### src/rtl/musa_fetch_pkg.sv
// musa_fetch_pkg: shared constants and types for the MUSA fetch stage
// Holds the next-PC select encodings, the fetch FSM state type and the word size.
package musa_fetch_pkg;
    localparam logic [2:0] PC_SRC_SEQ = 3'd0;
    localparam logic [2:0] PC_SRC_BR  = 3'd1;
    localparam logic [2:0] PC_SRC_J   = 3'd2;
    localparam logic [2:0] PC_SRC_JR  = 3'd3;
    localparam logic [2:0] PC_SRC_RET = 3'd4;
    localparam int WORD_BYTES = 4;
    typedef enum logic {FETCH, WAIT} fetch_state_e;
endpackage

### src/rtl/fetch_stage_if.sv
// fetch_stage_if: decode controls, instruction-memory handshake and decode-facing outputs
// master: the fetch stage (drives imem_req/imem_addr and the decode outputs)
// slave : the surrounding core (drives decode controls and memory responses)
interface fetch_stage_if;
    logic [2:0]  pc_src;
    logic        pc_write;
    logic [31:0] jump_jpc;
    logic [31:0] imm_ext;
    logic        branch_taken;
    logic [31:0] reg_target;
    logic        push;
    logic        pop;
    logic        imem_req;
    logic [31:0] imem_addr;
    logic [31:0] imem_rdata;
    logic        imem_valid;
    logic [31:0] instruction;
    logic        instr_valid;
    logic [31:0] pc_plus4;
    logic        stack_ovf;
    logic        stack_unf;
    modport master (
        input  pc_src, pc_write, jump_jpc, imm_ext, branch_taken, reg_target, push, pop,
        input  imem_rdata, imem_valid,
        output imem_req, imem_addr, instruction, instr_valid, pc_plus4, stack_ovf, stack_unf
    );
    modport slave (
        output pc_src, pc_write, jump_jpc, imm_ext, branch_taken, reg_target, push, pop,
        output imem_rdata, imem_valid,
        input  imem_req, imem_addr, instruction, instr_valid, pc_plus4, stack_ovf, stack_unf
    );
endinterface

### src/rtl/return_stack.sv
// return_stack: circular return-address stack with sticky overflow/underflow flags
// Ports: clk, rst (async active-low), push/pop/en (operation applies only when en=1),
//        wdata (address to push), top (newest entry), empty, full, ovf, unf (sticky).
module return_stack #(
    parameter int STACK_DEPTH = 8
) (
    input  logic        clk,
    input  logic        rst,
    input  logic        push,
    input  logic        pop,
    input  logic        en,
    input  logic [31:0] wdata,
    output logic [31:0] top,
    output logic        empty,
    output logic        full,
    output logic        ovf,
    output logic        unf
);
    localparam int PW = $clog2(STACK_DEPTH);
    logic [31:0]   r_mem [STACK_DEPTH];
    logic [PW-1:0] r_ptr;
    logic [PW:0]   r_cnt;
    logic          r_ovf;
    logic          r_unf;
    logic [PW-1:0] w_ptr_m1;
    logic [PW-1:0] w_widx;
    logic          w_wr;
    logic          w_rep;
    logic          w_dec;
    // r_ptr is the next free slot; the newest entry lives one below it
    assign w_ptr_m1 = r_ptr - PW'(1);
    assign top      = r_mem[w_ptr_m1];
    assign empty    = (r_cnt == '0);
    assign full     = (r_cnt == (PW+1)'(STACK_DEPTH));
    assign ovf      = r_ovf;
    assign unf      = r_unf;
    // push+pop on an empty stack degrades to a plain push
    assign w_wr   = en && push && (!pop || empty);
    assign w_rep  = en && push && pop && !empty;
    assign w_dec  = en && pop && !push && !empty;
    assign w_widx = w_rep ? w_ptr_m1 : r_ptr;
    always_ff @(posedge clk) begin
        if (w_wr || w_rep)
            r_mem[w_widx] <= wdata;
    end
    // a push when full overwrites the oldest slot, which is exactly r_ptr after wrap
    always_ff @(posedge clk or negedge rst) begin
        if (!rst) begin
            r_ptr <= '0;
            r_cnt <= '0;
            r_ovf <= 1'b0;
            r_unf <= 1'b0;
        end else begin
            r_ptr <= w_wr ? r_ptr + PW'(1) : w_dec ? w_ptr_m1 : r_ptr;
            r_cnt <= (w_wr && !full) ? r_cnt + (PW+1)'(1) : w_dec ? r_cnt - (PW+1)'(1) : r_cnt;
            r_ovf <= r_ovf || (en && push && !pop && full);
            r_unf <= r_unf || (en && pop && empty);
        end
    end
endmodule

### src/rtl/fetch_stage.sv
// fetch_stage: MUSA instruction fetch - PC, imem request, decode register, return stack
// Ports: clk, rst (async active-low), bus (fetch_stage_if.master: decode controls,
//        imem handshake, instruction/instr_valid/pc_plus4, sticky stack flags).
// Build option MUSA_FETCH_ALIGN_CHECK_EN: misaligned targets redirect to RESET_PC and
// set the sticky 'misaligned' output; without it targets are silently aligned down.
module fetch_stage
    import musa_fetch_pkg::*;
#(
    parameter logic [31:0] RESET_PC    = 32'h0000_0000,
    parameter int          STACK_DEPTH = 8
) (
    input  logic          clk,
    input  logic          rst,
    fetch_stage_if.master bus
`ifdef MUSA_FETCH_ALIGN_CHECK_EN
    ,
    output logic          misaligned
`endif
);
    fetch_state_e r_state;
    fetch_state_e w_state_nx;
    logic         r_armed;
    logic [31:0]  r_pc;
    logic [31:0]  r_instr;
    logic         r_valid;
    logic [31:0]  w_pc4;
    logic [31:0]  w_raw;
    logic [31:0]  w_next;
    logic [31:0]  w_top;
    logic         w_empty;
    logic         w_unused_full;
    logic         w_en;
    logic         w_take;
    assign w_pc4  = r_pc + 32'(WORD_BYTES);
    assign w_en   = (r_state == WAIT) && bus.pc_write;
    // r_armed holds off the request for one cycle after reset release,
    // so a stale response from before reset can never be captured
    assign w_take = (r_state == FETCH) && r_armed && bus.imem_valid;
    return_stack #(.STACK_DEPTH(STACK_DEPTH)) u_ras (
        .clk   (clk),
        .rst   (rst),
        .push  (bus.push),
        .pop   (bus.pop),
        .en    (w_en),
        .wdata (w_pc4),
        .top   (w_top),
        .empty (w_empty),
        .full  (w_unused_full),
        .ovf   (bus.stack_ovf),
        .unf   (bus.stack_unf)
    );
    always_comb begin
        w_state_nx = r_state;
        w_state_nx = w_take ? WAIT : w_en ? FETCH : r_state;
    end
    always_comb begin
        w_raw = w_pc4;
        case (bus.pc_src)
            PC_SRC_BR:  w_raw = bus.branch_taken ? w_pc4 + (bus.imm_ext << 2) : w_pc4;
            PC_SRC_J:   w_raw = (w_pc4 & 32'hF000_0000) | (bus.jump_jpc & 32'h0FFF_FFFF);
            PC_SRC_JR:  w_raw = bus.reg_target;
            PC_SRC_RET: w_raw = w_empty ? RESET_PC : w_top;
            default:    w_raw = w_pc4;
        endcase
    end
`ifdef MUSA_FETCH_ALIGN_CHECK_EN
    logic w_mis;
    assign w_mis  = |w_raw[1:0];
    assign w_next = w_mis ? RESET_PC : w_raw;
    always_ff @(posedge clk or negedge rst) begin
        if (!rst)
            misaligned <= 1'b0;
        else if (w_en && w_mis)
            misaligned <= 1'b1;
    end
`else
    assign w_next = w_raw & ~32'd3;
`endif
    always_ff @(posedge clk or negedge rst) begin
        if (!rst)
            r_state <= FETCH;
        else
            r_state <= w_state_nx;
    end
    always_ff @(posedge clk or negedge rst) begin
        if (!rst) begin
            r_armed <= 1'b0;
            r_pc    <= RESET_PC;
            r_instr <= '0;
            r_valid <= 1'b0;
        end else begin
            r_armed <= 1'b1;
            if (w_take) begin
                r_instr <= bus.imem_rdata;
                r_valid <= 1'b1;
            end
            if (w_en) begin
                r_pc    <= w_next;
                r_valid <= 1'b0;
            end
        end
    end
    assign bus.imem_req    = (r_state == FETCH) && r_armed;
    assign bus.imem_addr   = r_pc;
    assign bus.instruction = r_instr;
    assign bus.instr_valid = r_valid;
    assign bus.pc_plus4    = w_pc4;
endmodule

### src/flat_wrapper.sv
// flat-port wrapper written by rule: the top's interface ports become plain ports
module fetch_stage_flat import musa_fetch_pkg::*;
#(
    parameter logic [31:0] RESET_PC    = 32'h0000_0000,
    parameter int          STACK_DEPTH = 8
)
  (clk, rst, bus_pc_src, bus_pc_write, bus_jump_jpc, bus_imm_ext, bus_branch_taken, bus_reg_target, bus_push, bus_pop, bus_imem_rdata, bus_imem_valid, bus_imem_req, bus_imem_addr, bus_instruction, bus_instr_valid, bus_pc_plus4, bus_stack_ovf, bus_stack_unf);
  fetch_stage_if bus_i ();
  input  logic clk;
  input  logic rst;
  input wire logic [$bits(bus_i.pc_src)-1:0] bus_pc_src;
  input wire logic [$bits(bus_i.pc_write)-1:0] bus_pc_write;
  input wire logic [$bits(bus_i.jump_jpc)-1:0] bus_jump_jpc;
  input wire logic [$bits(bus_i.imm_ext)-1:0] bus_imm_ext;
  input wire logic [$bits(bus_i.branch_taken)-1:0] bus_branch_taken;
  input wire logic [$bits(bus_i.reg_target)-1:0] bus_reg_target;
  input wire logic [$bits(bus_i.push)-1:0] bus_push;
  input wire logic [$bits(bus_i.pop)-1:0] bus_pop;
  input wire logic [$bits(bus_i.imem_rdata)-1:0] bus_imem_rdata;
  input wire logic [$bits(bus_i.imem_valid)-1:0] bus_imem_valid;
  output wire logic [$bits(bus_i.imem_req)-1:0] bus_imem_req;
  output wire logic [$bits(bus_i.imem_addr)-1:0] bus_imem_addr;
  output wire logic [$bits(bus_i.instruction)-1:0] bus_instruction;
  output wire logic [$bits(bus_i.instr_valid)-1:0] bus_instr_valid;
  output wire logic [$bits(bus_i.pc_plus4)-1:0] bus_pc_plus4;
  output wire logic [$bits(bus_i.stack_ovf)-1:0] bus_stack_ovf;
  output wire logic [$bits(bus_i.stack_unf)-1:0] bus_stack_unf;
  assign bus_i.pc_src = bus_pc_src;
  assign bus_i.pc_write = bus_pc_write;
  assign bus_i.jump_jpc = bus_jump_jpc;
  assign bus_i.imm_ext = bus_imm_ext;
  assign bus_i.branch_taken = bus_branch_taken;
  assign bus_i.reg_target = bus_reg_target;
  assign bus_i.push = bus_push;
  assign bus_i.pop = bus_pop;
  assign bus_i.imem_rdata = bus_imem_rdata;
  assign bus_i.imem_valid = bus_imem_valid;
  assign bus_imem_req = bus_i.imem_req;
  assign bus_imem_addr = bus_i.imem_addr;
  assign bus_instruction = bus_i.instruction;
  assign bus_instr_valid = bus_i.instr_valid;
  assign bus_pc_plus4 = bus_i.pc_plus4;
  assign bus_stack_ovf = bus_i.stack_ovf;
  assign bus_stack_unf = bus_i.stack_unf;
  fetch_stage #(.RESET_PC(RESET_PC), .STACK_DEPTH(STACK_DEPTH)) u_core (.clk(clk), .rst(rst), .bus(bus_i));
endmodule
### config.mk
export PLATFORM = sky130hd
export DESIGN_NAME = fetch_stage_flat
export DESIGN_NICKNAME = d
export VERILOG_FILES = /design/src/rtl/musa_fetch_pkg.sv /design/src/rtl/fetch_stage_if.sv /design/src/rtl/return_stack.sv /design/src/rtl/fetch_stage.sv /design/src/flat_wrapper.sv
export SDC_FILE = /design/constraint.sdc
export NUM_CORES = 1
export LEC_CHECK = 0
export BUFFER_PORTS_ARGS = -buffer_cell sky130_fd_sc_hd__buf_4
export CORE_UTILIZATION = 60
export DETAILED_ROUTE_END_ITERATION = 8
export HOLD_SLACK_MARGIN = 0.03
export PLACE_DENSITY = 0.84
export RECOVER_POWER = 50
export SETUP_SLACK_MARGIN = 0.5
export SYNTH_ARGS = -nofsm -noshare
export SYNTH_HDL_FRONTEND = slang
export SYNTH_SLANG_ARGS = --single-unit
### constraint.sdc
create_clock -name clk -period 10.75 [get_ports clk]
set_clock_uncertainty 0.2 [all_clocks]
set_input_delay 1.6125 -clock clk [delete_from_list [all_inputs] [get_ports clk]]
set_output_delay 1.6125 -clock clk [all_outputs]
set_load 0.01 [all_outputs]
Yosys cells after proc, flatten, opt, wreduce, memory -nomap -nowiden
Memory sizes are Yosys's and may differ from the RTL's. Index checks and enable logic that the tools add are counted.

Bits in writable memories: 256. Register bits after elaboration: 74. Word-level logic and storage cells: 63. Memories: 1. Output and inout bits: 100.

Equal/unequal tests: 5. $add $sub $neg: 6. Reduce and logical (&&, ||, !) cells: 26. Bitwise logic cells: 2. Mux-type cells: 14.

Memory list: u_core.u_ras.r_mem (words 8, width 32, read ports 1, clocked after memory_dff 0, wr ports 1, RTL line return_stack.sv:20) `logic [31:0] r_mem [STACK_DEPTH];`.

Operators by type and width (count): one-hot mux 32 bit (4 select lines) (1); 2-to-1 mux 32 bit (2); adder 32 x 3 -> 32 bit (second input constant) (1); adder 32 bit (1); OR 32 x 28 -> 32 bit (1); logical AND 1 bit (14); 2-to-1 mux 3 bit (3); 2-to-1 mux 4 bit (2); equality test 3 x 2 -> 1 bit (second input constant) (2); 2-to-1 mux 1 bit (6); nonzero test 2 bit (3); adder 4 x 1 -> 4 bit (second input constant) (1); equality test 4 bit (second input constant) (1); zero test 1 bit (4); zero test 4 bit (1); logical OR 1 bit (4); subtractor 4 x 1 -> 4 bit (second input constant) (1); adder 3 x 1 -> 3 bit (second input constant) (1); equality test 3 x 1 -> 1 bit (second input constant) (1); equality test 3 bit (second input constant) (1); subtractor 3 x 1 -> 3 bit (second input constant) (1); inverter 1 bit (1).

Logic depth before layout (Yosys ltp)
Depth in word-level cells: 7. Depth in mapped cells: 16.

Modules after synthesis
A second synthesis with hierarchy kept.

Cells, all modules: 1151. Area, all modules: 15877.7 um2.

Modules (own cells, without submodules): return_stack (cells an instance 536, seq. area each 7912.6 um2, times used 1, area each 10430.0 um2); fetch_stage (cells an instance 615, seq. area each 1626.6 um2, times used 1, area each 5447.7 um2).

Worst setup path before layout
OpenSTA, ideal clock, no wires.

Path type: input to register. Start: input bus_push. End: memory u_core.u_ras.r_mem[6][10], enable pin. Arrival time: 3928 ps. Path buffers: 1. Setup slack: 6205 ps. Setup time: 417 ps. Stages: 6. Cells stage by stage: clkbuf_1 > inv_1 > nor2_1 > nand3_1 > xor2_1 > nor2_1.

Longest elaborated chain between the ends: 6.

Ends and longest elaborated chain: start, declared (RTL line flat_wrapper.sv:17) `input wire logic [$bits(bus_i.push)-1:0] bus_push;`; logical AND 1 bit (*) (RTL line return_stack.sv:38, return_stack.sv:39); logical AND 1 bit (2 in series) (RTL line return_stack.sv:39) `assign w_rep = en && push && pop && !empty;`; logical OR 1 bit (RTL line return_stack.sv:43) `if (w_wr || w_rep)`; 2-to-1 mux 1 bit (RTL line return_stack.sv:43); 2-to-1 mux 1 bit (implied by the code) (RTL line return_stack.sv:44) `r_mem[w_widx] <= wdata;`; end, declared (RTL line return_stack.sv:20).

Every way passes the cells marked *; elsewhere a longest branch is shown, timed or not.

Worst setup path in the final report
Start: register u_core.r_pc[2], in the netlist u_core.bus.imem_addr[2]. End: output bus_pc_plus4[22].

Longest elaborated chain between the ends: 1.

Ends and longest elaborated chain: start, declared (RTL line fetch_stage.sv:23) `logic [31:0] r_pc;`; start signal, assigned (RTL line fetch_stage.sv:98) `r_pc <= w_next;`; adder 32 x 3 -> 32 bit (RTL line fetch_stage.sv:34) `assign w_pc4 = r_pc + 32'(WORD_BYTES);`; end, declared (RTL line flat_wrapper.sv:25) `output wire logic [$bits(bus_i.pc_plus4)-1:0] bus_pc_plus4;`.

No other way between the ends.

==> metrics <==
FP Rows=58; Synth cell types=78; routability cong.=0.909; vias in the first global route=10884; post-DP HPWL=27600 um; remaining global-route overflow=0; Final Worst Setup Slack=4.51 ns; CTS tree=built; I/O pin cnt=238; hold_buf cts=0; Max VDD drop=359 uV; final instance area=0.0183 mm^2; Post-layout nets=1488; die area=0.0262 mm^2; status=complete, but fails checks; Period minus WS final=6.24 ns; initial drt markers=1374; Mapped Area=0.0153 mm^2; CTS buffer count=34; NetSw=1850 uW; DRT Wirelength=43200 um; placed instance area=0.0174 mm^2; layout cells sized above 1=0.262; Area Growth Syn to Fin=19.4%; Die X=162 um; post-cts sizing count=0; Main synth FF type=edfxtp_1; post-CTS setup buffers=0; final period utilization=0.580; setup_tns=0 ns; routed via count=11145; Net Sw Frac=0.365; Internal=3220 uW; critical path type=flop to output port; Max-cap violations=4; vias per inst=6.68; clk_lat worst skew=0.52 ns; Worst setup SP type=flop; post-synthesis adder-cell area fraction=0.0320; gr usage total=0.332; synthesized instance count=1089; P_leak=0.00675 uW; Fmax=160 MHz; Sink Count=314; DP Worst Slack=5.60 ns; Crit path arrival time=4.42 ns; RSZ-0062 raised after global routing=no; cell taking the most area after synthesis=edfxtp_1; Power per Cell Area=277 mW/mm^2; Slew @ Worst Pin=4.51 ns; Post-synth EDFFs=240; post-synthesis sequential area ratio=0.591; Root Driver=clkbuf_16; Compound-Gate Fraction of Synth Area=0.115; Setup Viol. Count Final=0; CTS Buffer Depth=3; first-pass detailed-route iteration total=5; Worst slew margin=-2.01; I/O Buffers=223; synth warn=0; ys async rst share=0.236; Die Height=162 um; Logic pwr share=0.415; failing checks=capacitance limit, slew limit; Synth Area in XOR/XNOR=0.0336; largest family of logic cells by synthesized area=multiplexers; mux share of post-synthesis cell area=0.133; Hold Violations, Final=0; flops & latches, synth=314; Critical Path Sink Type=output port; n_diodes=0; Reg power frac=0.340; HP Class=flop to flop; largest cells by area after synthesis=edfxtp_1 47%, dfrtp_1 12%, mux4_2 8.8%, ha_1 2.9%, mux2_2 2.5%; Antenna Violating Nets Remaining=0; synthesized area per cell=14.1 um^2; Clk pwr share=0.245; core area=0.0251 mm^2; initial core utilization=0.610; Worst EP required=8.94 ns; htree depth=2; WL/cell=25.9 um; Reg clk slew, reported paths=0.06 ns; post-synthesis simple-gate area fraction=0.0704; Synth top area share=0.470; first-pass GRT wire length=64000 um; DRC viols=0; crit-path max FO=11; fin. max-slew vios=161; largest net degree at the start of global routing=75; initial antenna violation count=0; Fill cells=1684
==> worst max-delay path: stages (launching register included) <==
cell and delay, ns:
dfrtp_1 0.49, ha_1 0.36, nand2_1 0.16, nor4_1 1.40
and2_1 0.31, nand4_1 0.13, xnor2_1 0.80, buf_4 0.26
==> state kept, by name, indices dropped and copies added (netlist names), 3 cells and up <==
signal,flops
u_core.u_ras.r_cnt,4
u_core.u_ras.r_ptr,3
u_core.bus.imem_addr,30
u_core.bus.instruction,32
u_core.u_ras.r_mem,240
==> layout by cell type (no fill, tap or decap), drive strengths merged, types with 22 or more instances in the layout <==
cell    Yosys  final
xor2       22     22
mux2       34     34
clkbuf     41    111
ha         36     36
dfrtp      74     74
nor2       71     71
a221oi     29     29
buf        20    175
edfxtp    240    240
xnor2      36     36
mux4       60     60
a21oi      57     57
o21ai      54     54
mux2i      31     31
inv        27     29
nand2      49     49
==> routing by layer <==
layer  part of all wire  vias up  global-route usage
met2               0.48      726               0.534
met4              0.036        0               0.132
li1                   -     4719                   -
met5                  0        -                   0
met1               0.37     5571               0.445
met3               0.11      129              0.0700
==> cells by family after synthesis <==
| family | count (synthesis) |
|---|---|
| adders and majority gates | 38 |
| DFF | 314 |
| buffers and inverters | 88 |
| and+or+nand+nor | 213 |
| xor gates and xnor gates | 58 |
| AOI/OAI and AO/OA | 251 |
| other | 2 |
| muxes | 125 |
==> Yosys cell counts (27+ instances only) <==
cell	n
nor2_1	69
xnor2_1	35
o21ai_0	51
dfrtp_1	74
mux4_2	60
inv_1	27
mux2_2	34
clkbuf_1	41
edfxtp_1	240
a221oi_1	29
mux2i_1	31
ha_1	36
nand2_1	48
a21oi_1	56
==> path summary, 6_finish.rpt <==
| kind | startpoint | endpoint | slack (ns) | depth (start not counted) |
|---|---|---|---|---|
| max in group asynchronous | rst | u_core.u_ras.r_ptr[0]$_DFFE_PN0P_ | 4.70 | 1 |
| hold / removal | u_core.u_ras.ovf$_DFF_PN0_ | u_core.u_ras.ovf$_DFF_PN0_ | 0.27 | 1 |
| setup / recovery | u_core.bus.imem_addr[2]$_DFFE_PN0P_ | bus_pc_plus4[22] | 4.51 | 7 |
| hold reg to reg | u_core.u_ras.ovf$_DFF_PN0_ | u_core.u_ras.ovf$_DFF_PN0_ | 0.27 | 1 |
| setup reg to reg | u_core.bus.imem_addr[2]$_DFFE_PN0P_ | u_core.bus.imem_addr[25]$_DFFE_PN0P_ | 4.56 | 14 |
| min in group asynchronous | rst | u_core.bus.instruction[15]$_DFFE_PN0P_ | 2.52 | 1 |
==> stage by stage <==
stage                     power (uW)  hold WS, ns  instances  utilization
after global routing            5280        0.285       1668        0.729
after global placement          3800        0.255       1606        0.694
after CTS                       5130        0.275       1668        0.741
final                           5070        0.273       1668        0.729
after floorplan                 3120        0.303       1092            -
after detailed placement        3870        0.261       1606        0.694
==> area by class of cell <==
cell class              instances  area, um^2  share of cell area
repair buffers                245        1580              0.0863
inverters                      27         101             0.00554
clock inverters                21         258              0.0141
flip-flops and latches        314        9060               0.495
well taps                     330         413              0.0226
clock buffers                  41         941              0.0514
multi-input cells             690        5950               0.325
==> power groups by stage <==
stage,combinational (uW),clock [uW],sequential [uW]
3_3_place_gp,2070,0,1740
6_report,2100,1240,1720
3_5_place_dp,2130,0,1750
5_1_grt,2230,1300,1740
4_1_cts,2150,1250,1730
2_1_floorplan,1400,0,1720
(Power assumes the default switching activity.)
